[config.mk]
export PLATFORM = sky130hd
export DESIGN_NAME = sb_tx_arbiter
export DESIGN_NICKNAME = d
export VERILOG_FILES = /design/src/rtl/sb_tx_arbiter_pkg.sv /design/src/rtl/sb_tx_arbiter_rr_arbiter.sv /design/src/rtl/sb_tx_arbiter.sv
export SDC_FILE = /design/constraint.sdc
export NUM_CORES = 1
export LEC_CHECK = 0
export BUFFER_PORTS_ARGS = -buffer_cell sky130_fd_sc_hd__buf_2
export CAP_MARGIN = 5
export CORE_AREA = 3 3 129 131
export DETAILED_ROUTE_END_ITERATION = 16
export DIE_AREA = 0 0 132 134
export SETUP_SLACK_MARGIN = 0.3
export SLEW_MARGIN = 20
export SYNTH_ARGS = -nofsm -noshare
export SYNTH_HDL_FRONTEND = slang
export SYNTH_SLANG_ARGS = --single-unit
[constraint.sdc]
create_clock -name clk_100MHz -period 3.2 [get_ports clk_100MHz]
set_clock_uncertainty 0.1 [all_clocks]
set_input_delay 0.96 -clock clk_100MHz [delete_from_list [all_inputs] [get_ports clk_100MHz]]
set_output_delay 0.96 -clock clk_100MHz [all_outputs]
set_load 0.02 [all_outputs]
[src/rtl/sb_tx_arbiter_pkg.sv]
// -----------------------------------------------------------------------------
// sb_tx_arbiter_pkg
//   Shared definitions for the sideband TX arbiter that sits in front of the
//   single sideband serializer in LTSM_top.
//   Contents: arbiter state encoding, default message width, default
//   inter-packet gap, default requester count and a counter-width helper.
// -----------------------------------------------------------------------------
package sb_tx_arbiter_pkg;

    // Default sideband message width in bits.
    localparam int unsigned SB_MSG_W      = 64;
    // Default idle cycles enforced after the serializer's done pulse.
    localparam int unsigned SB_GAP_CYCLES = 4;
    // Default number of requesting sub-FSMs.
    localparam int unsigned SB_NUM_REQ    = 4;

    typedef enum logic [1:0] {
        ST_IDLE      = 2'd0,
        ST_SEND      = 2'd1,
        ST_WAIT_DONE = 2'd2,
        ST_GAP       = 2'd3
    } sb_tx_state_e;

    // Width of a down-counter that must hold values 0 .. n-1.
    // Never returns 0, so zero-length configurations still get a legal vector.
    function automatic int unsigned cnt_width(input int unsigned n);
        return (n > 1) ? $clog2(n) : 1;
    endfunction

endpackage : sb_tx_arbiter_pkg

[src/rtl/sb_tx_arbiter_rr_arbiter.sv]
// -----------------------------------------------------------------------------
// rr_arbiter
//   Combinational round-robin picker. Starting at ptr_i and walking upward
//   (mod NUM_REQ), selects the first set bit of req_i.
//   Ports:
//     req_i        request vector, one bit per requester
//     ptr_i        index holding highest priority this round
//     grant_o      one-hot grant (all zero when no request)
//     grant_idx_o  binary index of the granted requester (0 when none)
//     any_valid_o  at least one request bit is set
//   Kept generic so the mainband lane arbitration can reuse it.
// -----------------------------------------------------------------------------
module rr_arbiter #(
    parameter  int unsigned NUM_REQ = 4,
    localparam int unsigned IDX_W   = $clog2(NUM_REQ)
) (
    input  logic [NUM_REQ-1:0] req_i,
    input  logic [IDX_W-1:0]   ptr_i,
    output logic [NUM_REQ-1:0] grant_o,
    output logic [IDX_W-1:0]   grant_idx_o,
    output logic               any_valid_o
);

    logic             found;
    logic [IDX_W-1:0] idx;

    // NOTE: every variable written here gets a default before the loop;
    // a path that leaves one unassigned would infer a latch.
    always_comb begin
        grant_o     = '0;
        grant_idx_o = '0;
        any_valid_o = |req_i;
        found       = 1'b0;
        idx         = '0;
        for (int unsigned off = 0; off < NUM_REQ; off++) begin
            idx = IDX_W'((32'(ptr_i) + off) % NUM_REQ);
            if (!found && req_i[idx]) begin
                found        = 1'b1;
                grant_o[idx] = 1'b1;
                grant_idx_o  = idx;
            end
        end
    end

endmodule : rr_arbiter

[src/rtl/sb_tx_arbiter.sv]
// -----------------------------------------------------------------------------
// sb_tx_arbiter
//   Shares the single sideband TX serializer between the per-state sub-FSMs.
//   Requesters are granted round-robin; the granted message is latched and
//   offered to the serializer over valid/ready. After the serializer's done
//   pulse a fixed idle gap is enforced before the next grant.
//   Ports:
//     clk_100MHz   sideband-domain clock
//     reset        synchronous, active-high reset
//     enable_i     gates new grants (sampled in IDLE only)
//     req_valid_i  per-requester pending flag, held until req_ack_o
//     req_msg_i    per-requester message, slice i = [i*MSG_W +: MSG_W]
//     req_ack_o    one-cycle pulse: requester's message accepted
//     ser_valid_o  message offered to serializer
//     ser_msg_o    latched granted message
//     ser_ready_i  serializer can accept
//     ser_done_i   one-cycle pulse: serializer finished shifting
//     grant_id_o   current/last granted requester
//     busy_o       high in any state except IDLE
// -----------------------------------------------------------------------------
module sb_tx_arbiter
    import sb_tx_arbiter_pkg::*;
#(
    parameter  int unsigned NUM_REQ    = SB_NUM_REQ,
    parameter  int unsigned MSG_W      = SB_MSG_W,
    parameter  int unsigned GAP_CYCLES = SB_GAP_CYCLES,
    localparam int unsigned IDX_W      = $clog2(NUM_REQ),
    localparam int unsigned GAP_W      = cnt_width(GAP_CYCLES)
) (
    input  logic                       clk_100MHz,
    input  logic                       reset,
    input  logic                       enable_i,
    input  logic [NUM_REQ-1:0]         req_valid_i,
    input  logic [NUM_REQ*MSG_W-1:0]   req_msg_i,
    output logic [NUM_REQ-1:0]         req_ack_o,
    output logic                       ser_valid_o,
    output logic [MSG_W-1:0]           ser_msg_o,
    input  logic                       ser_ready_i,
    input  logic                       ser_done_i,
    output logic [IDX_W-1:0]           grant_id_o,
    output logic                       busy_o
);

    sb_tx_state_e         state_q,    state_d;
    logic [IDX_W-1:0]     ptr_q,      ptr_d;
    logic [IDX_W-1:0]     grant_id_q, grant_id_d;
    logic [NUM_REQ-1:0]   grant_oh_q, grant_oh_d;
    logic [MSG_W-1:0]     msg_q,      msg_d;
    logic [NUM_REQ-1:0]   ack_q,      ack_d;
    logic [GAP_W-1:0]     gap_cnt_q,  gap_cnt_d;

    logic [NUM_REQ-1:0]   arb_grant;
    logic [IDX_W-1:0]     arb_idx;
    logic                 arb_any;

    // Unpacked view of the flat message bus so the granted slice is a plain
    // array lookup.
    logic [MSG_W-1:0]     req_msg_arr [NUM_REQ];

    for (genvar g = 0; g < NUM_REQ; g++) begin : g_msg_split
        assign req_msg_arr[g] = req_msg_i[g*MSG_W +: MSG_W];
    end

    rr_arbiter #(
        .NUM_REQ (NUM_REQ)
    ) u_rr_arbiter (
        .req_i       (req_valid_i),
        .ptr_i       (ptr_q),
        .grant_o     (arb_grant),
        .grant_idx_o (arb_idx),
        .any_valid_o (arb_any)
    );

    always_comb begin
        state_d    = state_q;
        ptr_d      = ptr_q;
        grant_id_d = grant_id_q;
        grant_oh_d = grant_oh_q;
        msg_d      = msg_q;
        ack_d      = '0;
        gap_cnt_d  = gap_cnt_q;

        case (state_q)
            ST_IDLE: begin
                // enable_i only gates the start of a transaction; once a
                // message is latched it always runs to completion.
                if (enable_i && arb_any) begin
                    state_d    = ST_SEND;
                    grant_id_d = arb_idx;
                    grant_oh_d = arb_grant;
                    msg_d      = req_msg_arr[arb_idx];
                end
            end

            ST_SEND: begin
                // ser_done_i is deliberately ignored here: no message has
                // been accepted yet, so a stray done cannot belong to us.
                if (ser_ready_i) begin
                    state_d = ST_WAIT_DONE;
                    ack_d   = grant_oh_q;
                    // Just-served requester drops to lowest priority.
                    ptr_d   = (grant_id_q == IDX_W'(NUM_REQ - 1)) ? '0
                                                                   : grant_id_q + IDX_W'(1);
                end
            end

            ST_WAIT_DONE: begin
                if (ser_done_i) begin
                    if (GAP_CYCLES == 0) begin
                        state_d = ST_IDLE;
                    end else begin
                        state_d   = ST_GAP;
                        gap_cnt_d = GAP_W'(GAP_CYCLES - 1);
                    end
                end
            end

            ST_GAP: begin
                // Counter loads GAP_CYCLES-1 and leaves on 0, giving exactly
                // GAP_CYCLES cycles in GAP.
                if (gap_cnt_q == '0) begin
                    state_d = ST_IDLE;
                end else begin
                    gap_cnt_d = gap_cnt_q - GAP_W'(1);
                end
            end

            default: state_d = ST_IDLE;
        endcase
    end

    // NOTE: state registers use non-blocking assignments so every flop
    // samples the pre-edge value of every other flop.
    always_ff @(posedge clk_100MHz) begin
        if (reset) begin
            state_q    <= ST_IDLE;
            ptr_q      <= '0;
            grant_id_q <= '0;
            grant_oh_q <= '0;
            // NOTE: the wide message register is reset too, because
            // ser_msg_o must read zero straight out of reset.
            msg_q      <= '0;
            ack_q      <= '0;
            gap_cnt_q  <= '0;
        end else begin
            state_q    <= state_d;
            ptr_q      <= ptr_d;
            grant_id_q <= grant_id_d;
            grant_oh_q <= grant_oh_d;
            msg_q      <= msg_d;
            ack_q      <= ack_d;
            gap_cnt_q  <= gap_cnt_d;
        end
    end

    assign req_ack_o   = ack_q;
    assign ser_valid_o = (state_q == ST_SEND);
    assign ser_msg_o   = msg_q;
    assign grant_id_o  = grant_id_q;
    assign busy_o      = (state_q != ST_IDLE);

endmodule : sb_tx_arbiter
==> Yosys cells after proc, flatten, opt, wreduce, memory -nomap -nowiden <==
Index checks and enable logic that the tools add are counted.
{ "classes": {"reduce_logical": 21, "n_eq_ne": 9, "multipliers": 0, "n_bitwise": 6, "magnitude_cmp": 9, "n_addsub": 5, "muxes": 38, "shifts": 0, "n_div": 0} }
{ "op_table": {"columns": ["cell", "count"], "rows": [
  ["$bmux W64 S2", 1],
  ["$mux W64", 2],
  ["$mux W2", 10],
  ["$mux W4", 4],
  ["$lt A2 B3 Y1 const B", 4],
  ["$or A4 B4 Y4", 3],
  ["$mux W1", 11],
  ["$bmux W1 S2", 4],
  ["$demux W1 S2", 4],
  ["$ge A2 B1 Y1 const B", 4],
  ["$logic_and A1 B1 Y1", 8],
  ["$ne A2 B2 Y1 const B", 4],
  ["$pmux W2 S4", 1],
  ["$eq A2 B2 Y1 const B", 3],
  ["$add A2 B1 Y2 const B", 2],
  ["$add A2 B2 Y2 const B", 2],
  ["$logic_not A2 Y1", 2],
  ["$pmux W2 S2", 1],
  ["$reduce_and A2 Y1", 2],
  ["$reduce_and A4 Y1", 1],
  ["$reduce_bool A2 Y1", 2],
  ["$reduce_or A4 Y1", 1],
  ["$ge A3 B3 Y1 const B", 1],
  ["$logic_not A1 Y1", 3],
  ["7 further kinds", 8]
]} }
{ "totals": {"mem_bits_rw": 0, "n_memories": 0, "output_inout_bits": 72, "latch_bits": 0, "word_cells": 95, "romBits": 0, "inputBits": 265, "ff_bits": 80} }

==> Longest topological paths before layout <==
Gate-level depths: netlist of run 1.
{ "depth": {"ltp_word": 16, "depth_mapped": 14} }

==> Cells and area by module <==
From an unflattened synthesis of run 1, not the netlist that was laid out.
{ "unflattened": {"hier_cells": 343, "area_unflattened_um2": 4606.9} }
{ "modules_own_cells": {"columns": ["mod", "cells_each", "seq_area_each_um2", "instances", "area_per_inst_um2"], "rows": [
  ["sb_tx_arbiter", 294, 1601.5, 1, 4195.3],
  ["rr_arbiter", 49, 0.0, 1, 411.6]
]} }

==> Worst setup path before layout of run 1 <==
No wires, ideal clock.
{ "synth_timing": {"path_type": "input to register", "from": "input port req_valid_i[0]", "to": "register msg_q[11] (netlist: ser_msg_o[11])", "stages": 10, "arrival_ps": 2788, "path_buffers": 5, "setup_time_ps": 138, "path_slack_ps": 174, "cell_sequence": "buf_2 mux4_2 nor2b_1 buf_6 o31a_1 buf_6 buf_6 buf_6 mux2i_1 o221ai_1"} }
{ "synth_between": {"elab_chain_len": 16, "word_cells_on_any_way": 28, "classes_between": "mux (18); bitwise (1); reduce/logical (9)"} }
{ "synth_lines": {"columns": ["element", "line_no", "text"], "rows": [
  ["start, declared", "sb_tx_arbiter.sv:33", "input logic [NUM_REQ-1:0] req_valid_i,"],
  ["$bmux W1 S2", "sb_tx_arbiter_rr_arbiter.sv:37", "if (!found && req_i[idx]) begin"],
  ["$mux W1 (not written as such)", "sb_tx_arbiter_rr_arbiter.sv:37", null],
  ["$mux W1", "sb_tx_arbiter_rr_arbiter.sv:37", null],
  ["$logic_not A1 Y1", "sb_tx_arbiter_rr_arbiter.sv:37", null],
  ["$logic_and A1 B1 Y1", "sb_tx_arbiter_rr_arbiter.sv:37", null],
  ["$mux W1", "sb_tx_arbiter_rr_arbiter.sv:37", null],
  ["$logic_not A1 Y1", "sb_tx_arbiter_rr_arbiter.sv:37", null],
  ["$logic_and A1 B1 Y1", "sb_tx_arbiter_rr_arbiter.sv:37", null],
  ["$mux W1", "sb_tx_arbiter_rr_arbiter.sv:37", null],
  ["$logic_not A1 Y1", "sb_tx_arbiter_rr_arbiter.sv:37", null],
  ["$logic_and A1 B1 Y1", "sb_tx_arbiter_rr_arbiter.sv:37", null],
  ["$mux W2", "sb_tx_arbiter_rr_arbiter.sv:37", null],
  ["$not A2 Y3 (not written as such)", "sb_tx_arbiter.sv:91", "msg_d = req_msg_arr[arb_idx];"],
  ["$bmux W64 S2", "sb_tx_arbiter.sv:91", null],
  ["$mux W64 (not written as such) (2 in series)", "sb_tx_arbiter.sv:91", null],
  ["end signal, assigned", "sb_tx_arbiter.sv:150", "msg_q <= msg_d;"],
  ["end, declared", "sb_tx_arbiter.sv:48", "logic [MSG_W-1:0] msg_q, msg_d;"]
]} }
Parallel ways exist; a longest one is shown, timed or not. The select of a mux whose other input is x is not followed.
A chain may end at the register's enable or synchronous reset.

==> Worst setup path after layout of run 1 <==
{ "layout_timing": {"from": "input port req_valid_i[3]", "to": "register msg_q[6] (netlist: ser_msg_o[6])"} }
The elaborated chain is that of the path after synthesis.

==> summary.md, run 1 <==
| Metric | Value |
|---|---|
| Final HPWL DP | `13.8 mm` |
| Netlist cell types | `41` |
| Num Clock Sinks | `80` |
| Reported leakage power | `3.94 nW` |
| Starting density of the core | `30.6%` |
| Post-synth top area cell | `sky130_fd_sc_hd__dfxtp_1` |
| Total power of the final layout | `4.79 mW` |
| Worst Setup Start Kind | `input port` |
| Part of the cycle the worst path needs | `87.5%` |
| Largest cells by area after synthesis | `sky130_fd_sc_hd__dfxtp_1 33%, sky130_fd_sc_hd__mux2i_1 27%, sky130_fd_sc_hd__o221ai_1 12%, sky130_fd_sc_hd__nand2_1 5.3%, sky130_fd_sc_hd__ha_1 2.9%` |
| Post-layout net count | `1129` |
| Nets in the synthesized netlist | `791` |
| Cell count after placement | `1058` |
| Result of the run | `complete, no violations` |
| Type of the worst setup path | `input port to register` |
| Most common cell in the netlist | `sky130_fd_sc_hd__mux2i_1` |
| Flop-to-flop setup slack | `0.50 ns` |
| Depth of the worst register-to-register path | `9` |
| All-Layer GR Usage | `18.9%` |
| Shortest clock period the worst path allows after layout | `2.80 ns` |
| Global-route wire length before repair | `26.9 mm` |
| Internal portion of total power | `2.90 mW` |
| Later-pin clock latency in the skew report | `0.33 ns` |
| FF-to-FF Start | `ptr_q[0]$_SDFFE_PP0P_` |
| Net load switching power | `1.89 mW` |
| Clock share of power | `20.0%` |
| Switching fraction of total power | `39.5%` |
| Yosys top cell area share | `33.3%` |
| CTS tree | `done` |
| Boundary Pins | `337` |
| Count of nets left with antenna violations after detail routing | `0` |
| Power density over the cells | `663 nW/um2` |
| Count of input and output buffers | `336` |
| Crit. Startpoint | `req_valid_i[3]` |
| Peak clock frequency supported by timing | `0.357 GHz` |
| Average detailed-routed wire length per instance | `16.1 um` |
| Count of non-filler cells in the finished layout | `1075` |
| Drt first-iter violations | `220` |
| Die width | `132 um` |
| Routed vias | `5251` |
| Final-layout fill cell count | `1566` |
| Fraction of layout instances using a drive strength above 1 | `46.6%` |
| Logic pwr share | `50.6%` |
| Relative slew slack | `72.0%` |
| Seq/Total Area, Yosys | `33.3%` |
| Worst Setup EP | `ser_msg_o[6]$_SDFFE_PP0P_` |
| Congestion Overflow GR | `0` |
| Number of global-route vias before repair | `5289` |
| Seq cells post-synth | `80` |
| Most used flip-flop cell after synthesis | `sky130_fd_sc_hd__dfxtp_1` |
| Hold slack | `0.353 ns` |
| Element type at the critical path end | `register` |
| Quantity of hold-fixing buffers added after cts | `0` |
| Die boundary height | `134 um` |
| Area enclosed by the die boundary | `17700 um2` |
| RSZ-0062 raised after global routing | `no` |
| Synth warn | `0` |
| Data arrival time of the critical path | `2.90 ns` |
| Largest fanout on the critical path | `35` |
| HP Class | `register to register` |
| Sequential group share of total power | `29.4%` |
| Total setup violations reported at the end of the flow | `0` |
| Max stage delay on crit path | `0.49 ns` |
| Number of iterations in the first detailed-routing pass | `4` |
| Max-slew violation count | `0` |
| Pin count of the biggest net entering global routing | `40` |
| Mapped Avg Cell Area | `9.34 um2` |
| Required time of the worst setup path | `3.30 ns` |
| Clock-pin slew on the worst setup and hold paths | `0.06 ns` |
| Maximum VDD drop | `0.000252 V` |
| Final Wtd Congestion | `0.809` |
| Tightest Pin Transition | `0.408 ns` |
| Post-Place Cell Area | `6930 um2` |
| Synth Cell Area | `4810 um2` |
| Buffers from clock root to sink, at most | `2` |
| EDFF count, synth | `0` |
| Final hold viol count | `0` |
| Clock root cell | `sky130_fd_sc_hd__clkbuf_16` |
| DRC errors left | `0` |
| Number of max-cap violations | `0` |
| Cts bufs inserted | `9` |
| H-tree levels | `3` |
| Placeable core region | `15700 um2` |
| Synth top cells by count | `132 x sky130_fd_sc_hd__mux2i_1, 80 x sky130_fd_sc_hd__dfxtp_1, 68 x sky130_fd_sc_hd__nand2_1, 64 x sky130_fd_sc_hd__o221ai_1, 25 x sky130_fd_sc_hd__clkbuf_1` |
| Rows | `46` |
| Post-Syn Instances | `515` |
| Resize count post-CTS | `0` |
| Standard cell with the maximum stage delay on the critical path | `sky130_fd_sc_hd__mux4_2` |
| Post-layout instance area | `7210 um2` |
| Layout Area Growth over Synthesis | `50.0%` |
| Initial antenna violation count | `2` |
| Worst reg2reg endpoint | `ser_msg_o[6]$_SDFFE_PP0P_` |
| Via density | `4.88` |
| Share of async-settable or async-resettable flops after synthesis | `0%` |
| Cell chain of the critical path | `buf_2 > buf_4 > mux4_2 > nor2b_4 > o31a_2 > buf_12 > buf_12 > mux2i_1 > o221ai_1` |
| Cell type with the highest occurrence count on the critical path | `sky130_fd_sc_hd__buf_12` |
| Post-detailed-routing wire length | `17.3 mm` |
| Number of setup buffers added after CTS | `0` |
| Summed negative setup slack over all endpoints | `0 ns` |
## per-layer routing
metal  track usage (%)  up-vias  wire length [um]
met2              32.2      214              8620
met1              23.1     2389              6930
li1                  -     2618                 -
met5                 0        -                11
met3              4.50       28              1290
met4              7.29        2               467
## cell usage in the layout, fill, tap and decap left out, drive strengths merged, types with 4 or more instances in the layout
cell	n
clkbuf	11
and2	4
ha	11
nor2	23
a211oi	5
a22oi	4
dfxtp	80
a21oi	18
mux2i	132
o221ai	64
nor3	11
nand2	68
buf	372
inv	12
## cells by family (layout without fill, tap and decap cells)
| logic type | Yosys count | after routing | synth area share [%] |
|---|---|---|---|
| AO/OA/AOI/OAI | 107 | 107 | 17.5 |
| adder cells (fa/ha/maj) | 11 | 11 | 2.86 |
| buffers and inverters | 57 | 400 | 5.93 |
| flip-flops | 80 | 80 | 33.3 |
| multiplexers | 137 | 137 | 29.1 |
| other | 0 | 1 | 0 |
| AND/OR/NAND/NOR | 123 | 123 | 11.2 |
## power groups by stage
stage / registers, mW / logic [mW] / clock network (mW)
after global placement: 1.42 / 2.44 / 0
after detailed placement: 1.42 / 2.44 / 0
after CTS: 1.41 / 2.45 / 0.988
after floorplan: 1.70 / 1.32 / 0
after global routing: 1.44 / 2.64 / 1.02
final: 1.41 / 2.42 / 0.955
## layout make-up
cell class	count	area [um2]	share of cell area (%)
multi-input cells	378	2940	40.8
repair buffers	372	2080	28.8
flip-flops and latches	80	1600	22.2
well taps	216	270	3.75
clock buffers	11	243	3.37
inverters	12	45.0	0.624
clock inverters	5	32.5	0.451
diodes	1	2.50	0.0347
## how the worst min path moves through the flow
stage / startpoint / to / slack (ns) / depth (start not counted)
6_report: grant_oh_q[2]$_SDFFE_PP0P_ / req_ack_o[2]$_SDFF_PP0_ / 0.35 / 1
3_5_place_dp: ser_msg_o[52]$_SDFFE_PP0P_ / ser_msg_o[52]$_SDFFE_PP0P_ / 0.34 / 2
3_3_place_gp: ser_msg_o[32]$_SDFFE_PP0P_ / ser_msg_o[32]$_SDFFE_PP0P_ / 0.34 / 2
4_1_cts: grant_oh_q[2]$_SDFFE_PP0P_ / req_ack_o[2]$_SDFF_PP0_ / 0.36 / 1
2_1_floorplan: grant_oh_q[0]$_SDFFE_PP0P_ / req_ack_o[0]$_SDFF_PP0_ / 0.33 / 1
5_1_grt: ser_msg_o[60]$_SDFFE_PP0P_ / ser_msg_o[60]$_SDFFE_PP0P_ / 0.37 / 2
## critical path: cells and delay by family
kind | cells | cell delay (ns)
AO/OA/AOI/OAI | 2 | 0.46
buffers and inverters | 4 | 0.64
multiplexers | 2 | 0.66
AND/OR/NAND/NOR | 1 | 0.15
## sequential cells by signal, indices dropped and copies added (netlist names)
| name | cells |
|---|---|
| grant_id_o | 2 |
| ser_msg_o | 64 |
| gap_cnt_q | 2 |
| ptr_q | 2 |
| req_ack_o | 4 |
| state_q | 2 |
| grant_oh_q | 4 |
## through the flow
step / util [%] / worst slack, ns
5_1_grt: 45.9 / 0.308
2_1_floorplan: - / 0.275
3_3_place_gp: 44.1 / 0.0736
6_report: 45.9 / 0.400
3_5_place_dp: 44.1 / 0.0530
4_1_cts: 45.9 / 0.391
Power figures use the tool's default switching activity.
==> inputs of run 2 (changes only) <==
clock period = 2.6 ns   (was 3.2 ns; I/O delays follow)
==> run 2 against run 1 <==
  * The run now ends with setup timing left
  * Clock power up 42%
  * Wire length increased by 22%
  * Sequential share of layout area fell by 4.3 points
  * Worst setup slack worse by 0.43 ns
  * Global-route usage rose by 1.4 points
  * Die area unchanged
  * Cell area grew 24%
  * Critical path depth increased by 1
  * Largest power group unchanged
  * Flip-flop and latch count is the same
  * Highest routed layer is now met4
  * Clock-buffer cell count unchanged
==> summary.md, run 2 (same netlist as run 1, synthesis figures left out) <==
| Metric | Value |
|---|---|
| Result of the run | `complete, but fails checks` |
| Violations in the final reports | `setup timing` |
| Total area of multi-input combinational cells | `3630 um2 (+24%)` |
| Post-Place Cell Area | `7090 um2 (+2.3%)` |
| Maximum VDD drop | `0.000400 V (+59%)` |
| Type of the worst setup path | `input port to register` |
| Largest fanout on the critical path | `7 (-80%)` |
| Number of global-route vias before repair | `5568 (+5.3%)` |
| Count of nets left with antenna violations after detail routing | `0 (unchanged)` |
| Required time of the worst setup path | `2.71 ns (-0.59 ns)` |
| Post-detailed-routing wire length | `21.1 mm (+22%)` |
| Boundary Pins | `337 (unchanged)` |
| Relative slew slack | `75.3% (+3.3 points)` |
| Shortest clock period the worst path allows after layout | `2.63 ns` |
| Clock root cell | `sky130_fd_sc_hd__clkbuf_16` |
| Quantity of hold-fixing buffers added after cts | `0 (unchanged)` |
| Count of input and output buffers | `336 (unchanged)` |
| Congestion Overflow GR | `0 (unchanged)` |
| Number of iterations in the first detailed-routing pass | `5 (+1)` |
| Die boundary height | `134 um (unchanged)` |
| Number of max-cap violations | `0 (unchanged)` |
| Area occupied by registers | `1610 um2 (+0.31%)` |
| Buffers from clock root to sink, at most | `2 (unchanged)` |
| Part of the cycle the worst path needs | `101%` |
| All-Layer GR Usage | `20.3% (+1.4 points)` |
| CTS tree | `done` |
| Rows | `46 (unchanged)` |
| Final-layout fill cell count | `1401 (-11%)` |
| RSZ-0062 raised after global routing | `yes` |
| Ant diodes | `0 (-1)` |
| Element type at the critical path end | `register` |
| Final hold viol count | `0 (unchanged)` |
| DRC errors left | `0 (unchanged)` |
| Most heavily used metal layer in global routing | `met2` |
| Placeable core region | `15700 um2 (unchanged)` |
| Most used cells in the layout excluding fill and tap cells | `334 x sky130_fd_sc_hd__buf_2, 87 x sky130_fd_sc_hd__mux2i_1, 78 x sky130_fd_sc_hd__dfxtp_1` |
| HP Class | `register to register` |
| Reported leakage power | `4.44 nW (+13%)` |
| Cts bufs inserted | `9 (unchanged)` |
| Final Worst Setup Slack | `-0.0252 ns (-0.425 ns)` |
| Pin count of the biggest net entering global routing | `35 (-13%)` |
| Layout Area Growth over Synthesis | `86.3%` |
| Total power of the final layout | `7.38 mW (+54%)` |
| Average detailed-routed wire length per instance | `18.5 um (+15%)` |
| Total setup violations reported at the end of the flow | `13 (+13)` |
| Clock-pin slew on the worst setup and hold paths | `0.07 ns (about the same)` |
| Final Wtd Congestion | `0.804 (-0.61%)` |
| Fraction of layout instances using a drive strength above 1 | `61.3% (+15 points)` |
| Later-pin clock latency in the skew report | `0.34 ns (about the same)` |
| Cell count after placement | `1079 (+2.0%)` |
| Final HPWL DP | `13.3 mm (-4.1%)` |
| Die width | `132 um (unchanged)` |
| Global-route wire length before repair | `28.5 mm (+6.2%)` |
| Count of non-filler cells in the finished layout | `1139 (+6.0%)` |
| Initial antenna violation count | `0 (-2)` |
| Power density over the cells | `823 nW/um2 (+24%)` |
| H-tree levels | `3 (unchanged)` |
| GR Util met1 | `23.3% (+0.25 points)` |
| Data arrival time of the critical path | `2.74 ns (-0.16 ns)` |
| Worst Setup Start Kind | `input port` |
| Commonest non-fill, non-tap cell in the layout | `sky130_fd_sc_hd__buf_2` |
| Via density | `5.03 (+3.0%)` |
| Area enclosed by the die boundary | `17700 um2 (unchanged)` |
| Tightest Pin Transition | `0.360 ns (-0.0482 ns)` |
| Global Route met2 Usage | `37.1% (+4.9 points)` |
| Summed negative setup slack over all endpoints | `-0.142 ns (-0.142 ns)` |
| Num Clock Sinks | `80 (unchanged)` |
| Peak clock frequency supported by timing | `0.381 GHz` |
| Starting density of the core | `30.6% (unchanged)` |
| Max-slew violation count | `0 (unchanged)` |
| Drt first-iter violations | `200 (-9.1%)` |
| Routed vias | `5733 (+9.2%)` |
| Met3 demand-to-capacity share in global routing | `5.36% (+0.86 points)` |
| Post-layout net count | `1194 (+5.8%)` |
| Post-layout instance area | `8960 um2 (+24%)` |
| Max FFs per register | `64 (unchanged)` |
==> run 2: cell count changes in the layout (fill, tap and decap cells not counted), moves of 18 or more <==
cell,before,now
sky130_fd_sc_hd__o221ai_1,64,27
sky130_fd_sc_hd__buf_4,26,44
sky130_fd_sc_hd__o221ai_2,0,36
sky130_fd_sc_hd__mux2i_1,132,87
sky130_fd_sc_hd__buf_6,0,18
sky130_fd_sc_hd__mux2i_2,0,28
==> run 2: area by class of cell <==
| type | count | area share [%] |
|---|---|---|
| well taps | 216 | 3.02 |
| repair buffers | 436 | 34.5 |
| inverters | 12 | 0.503 |
| clock buffers | 11 | 2.82 |
| clock inverters | 5 | 0.712 |
| multi-input cells | 379 | 40.6 |
| flip-flops and latches | 80 | 17.9 |
==> run 2: final timing paths <==
kind / start / end / slack [ns] / cells past startpoint
hold / removal: ser_msg_o[4]$_SDFFE_PP0P_ / ser_msg_o[4]$_SDFFE_PP0P_ / 0.35 / 2
setup / recovery: req_valid_i[2] / ser_msg_o[26]$_SDFFE_PP0P_ / -0.03 / 10
setup reg to reg: ptr_q[0]$_SDFFE_PP0P_ / ser_msg_o[26]$_SDFFE_PP0P_ / 0.03 / 9
hold reg to reg: ser_msg_o[4]$_SDFFE_PP0P_ / ser_msg_o[4]$_SDFFE_PP0P_ / 0.35 / 2
==> run 2: worst max-delay path, stage by stage <==
cell	delay (ns)
sky130_fd_sc_hd__buf_6	0.10
sky130_fd_sc_hd__buf_6	0.12
sky130_fd_sc_hd__mux4_2	0.48
sky130_fd_sc_hd__nor2b_4	0.16
sky130_fd_sc_hd__o31a_4	0.36
sky130_fd_sc_hd__buf_12	0.15
sky130_fd_sc_hd__clkbuf_16	0.15
sky130_fd_sc_hd__buf_4	0.14
sky130_fd_sc_hd__mux2i_1	0.17
sky130_fd_sc_hd__o221ai_1	0.13
==> run 2: layer usage <==
layer / part of all wire [%] / routed length [um] / up-vias
met5: 0 / 0 / -
met4: 1.1 / 238 / 0
met3: 5.6 / 1180 / 17
met2: 53 / 11100 / 222
met1: 40 / 8500 / 2726
li1: - / - / 2768
==> run 2: metrics by stage <==
stage	hold slack [ns]	utilization [%]	worst slack [ns]
floorplan	0.331	-	-0.145
global placement	0.339	45.2	-0.391
detailed placement	0.343	45.2	-0.403
CTS	0.358	51.4	0.0458
global route	0.371	57.0	-0.0632
finish	0.354	57.0	-0.0252
==> run 2: timing repair <==
item                       in CTS  in global routing
setup endpoints to repair      69                 69
buffers inserted                9                 14
pin swaps                       8                 36
resized for setup              57                114
cloned                         11                 10
==> run 2: power by group <==
| group | total (mW) | internal, mW | switching [mW] |
|---|---|---|---|
| sequential | 1.75 | 1.57 | 0.183 |
| combinational | 4.27 | 2.15 | 2.12 |
| clock | 1.36 | 0.804 | 0.558 |
| total | 7.38 | 4.52 | 2.86 |
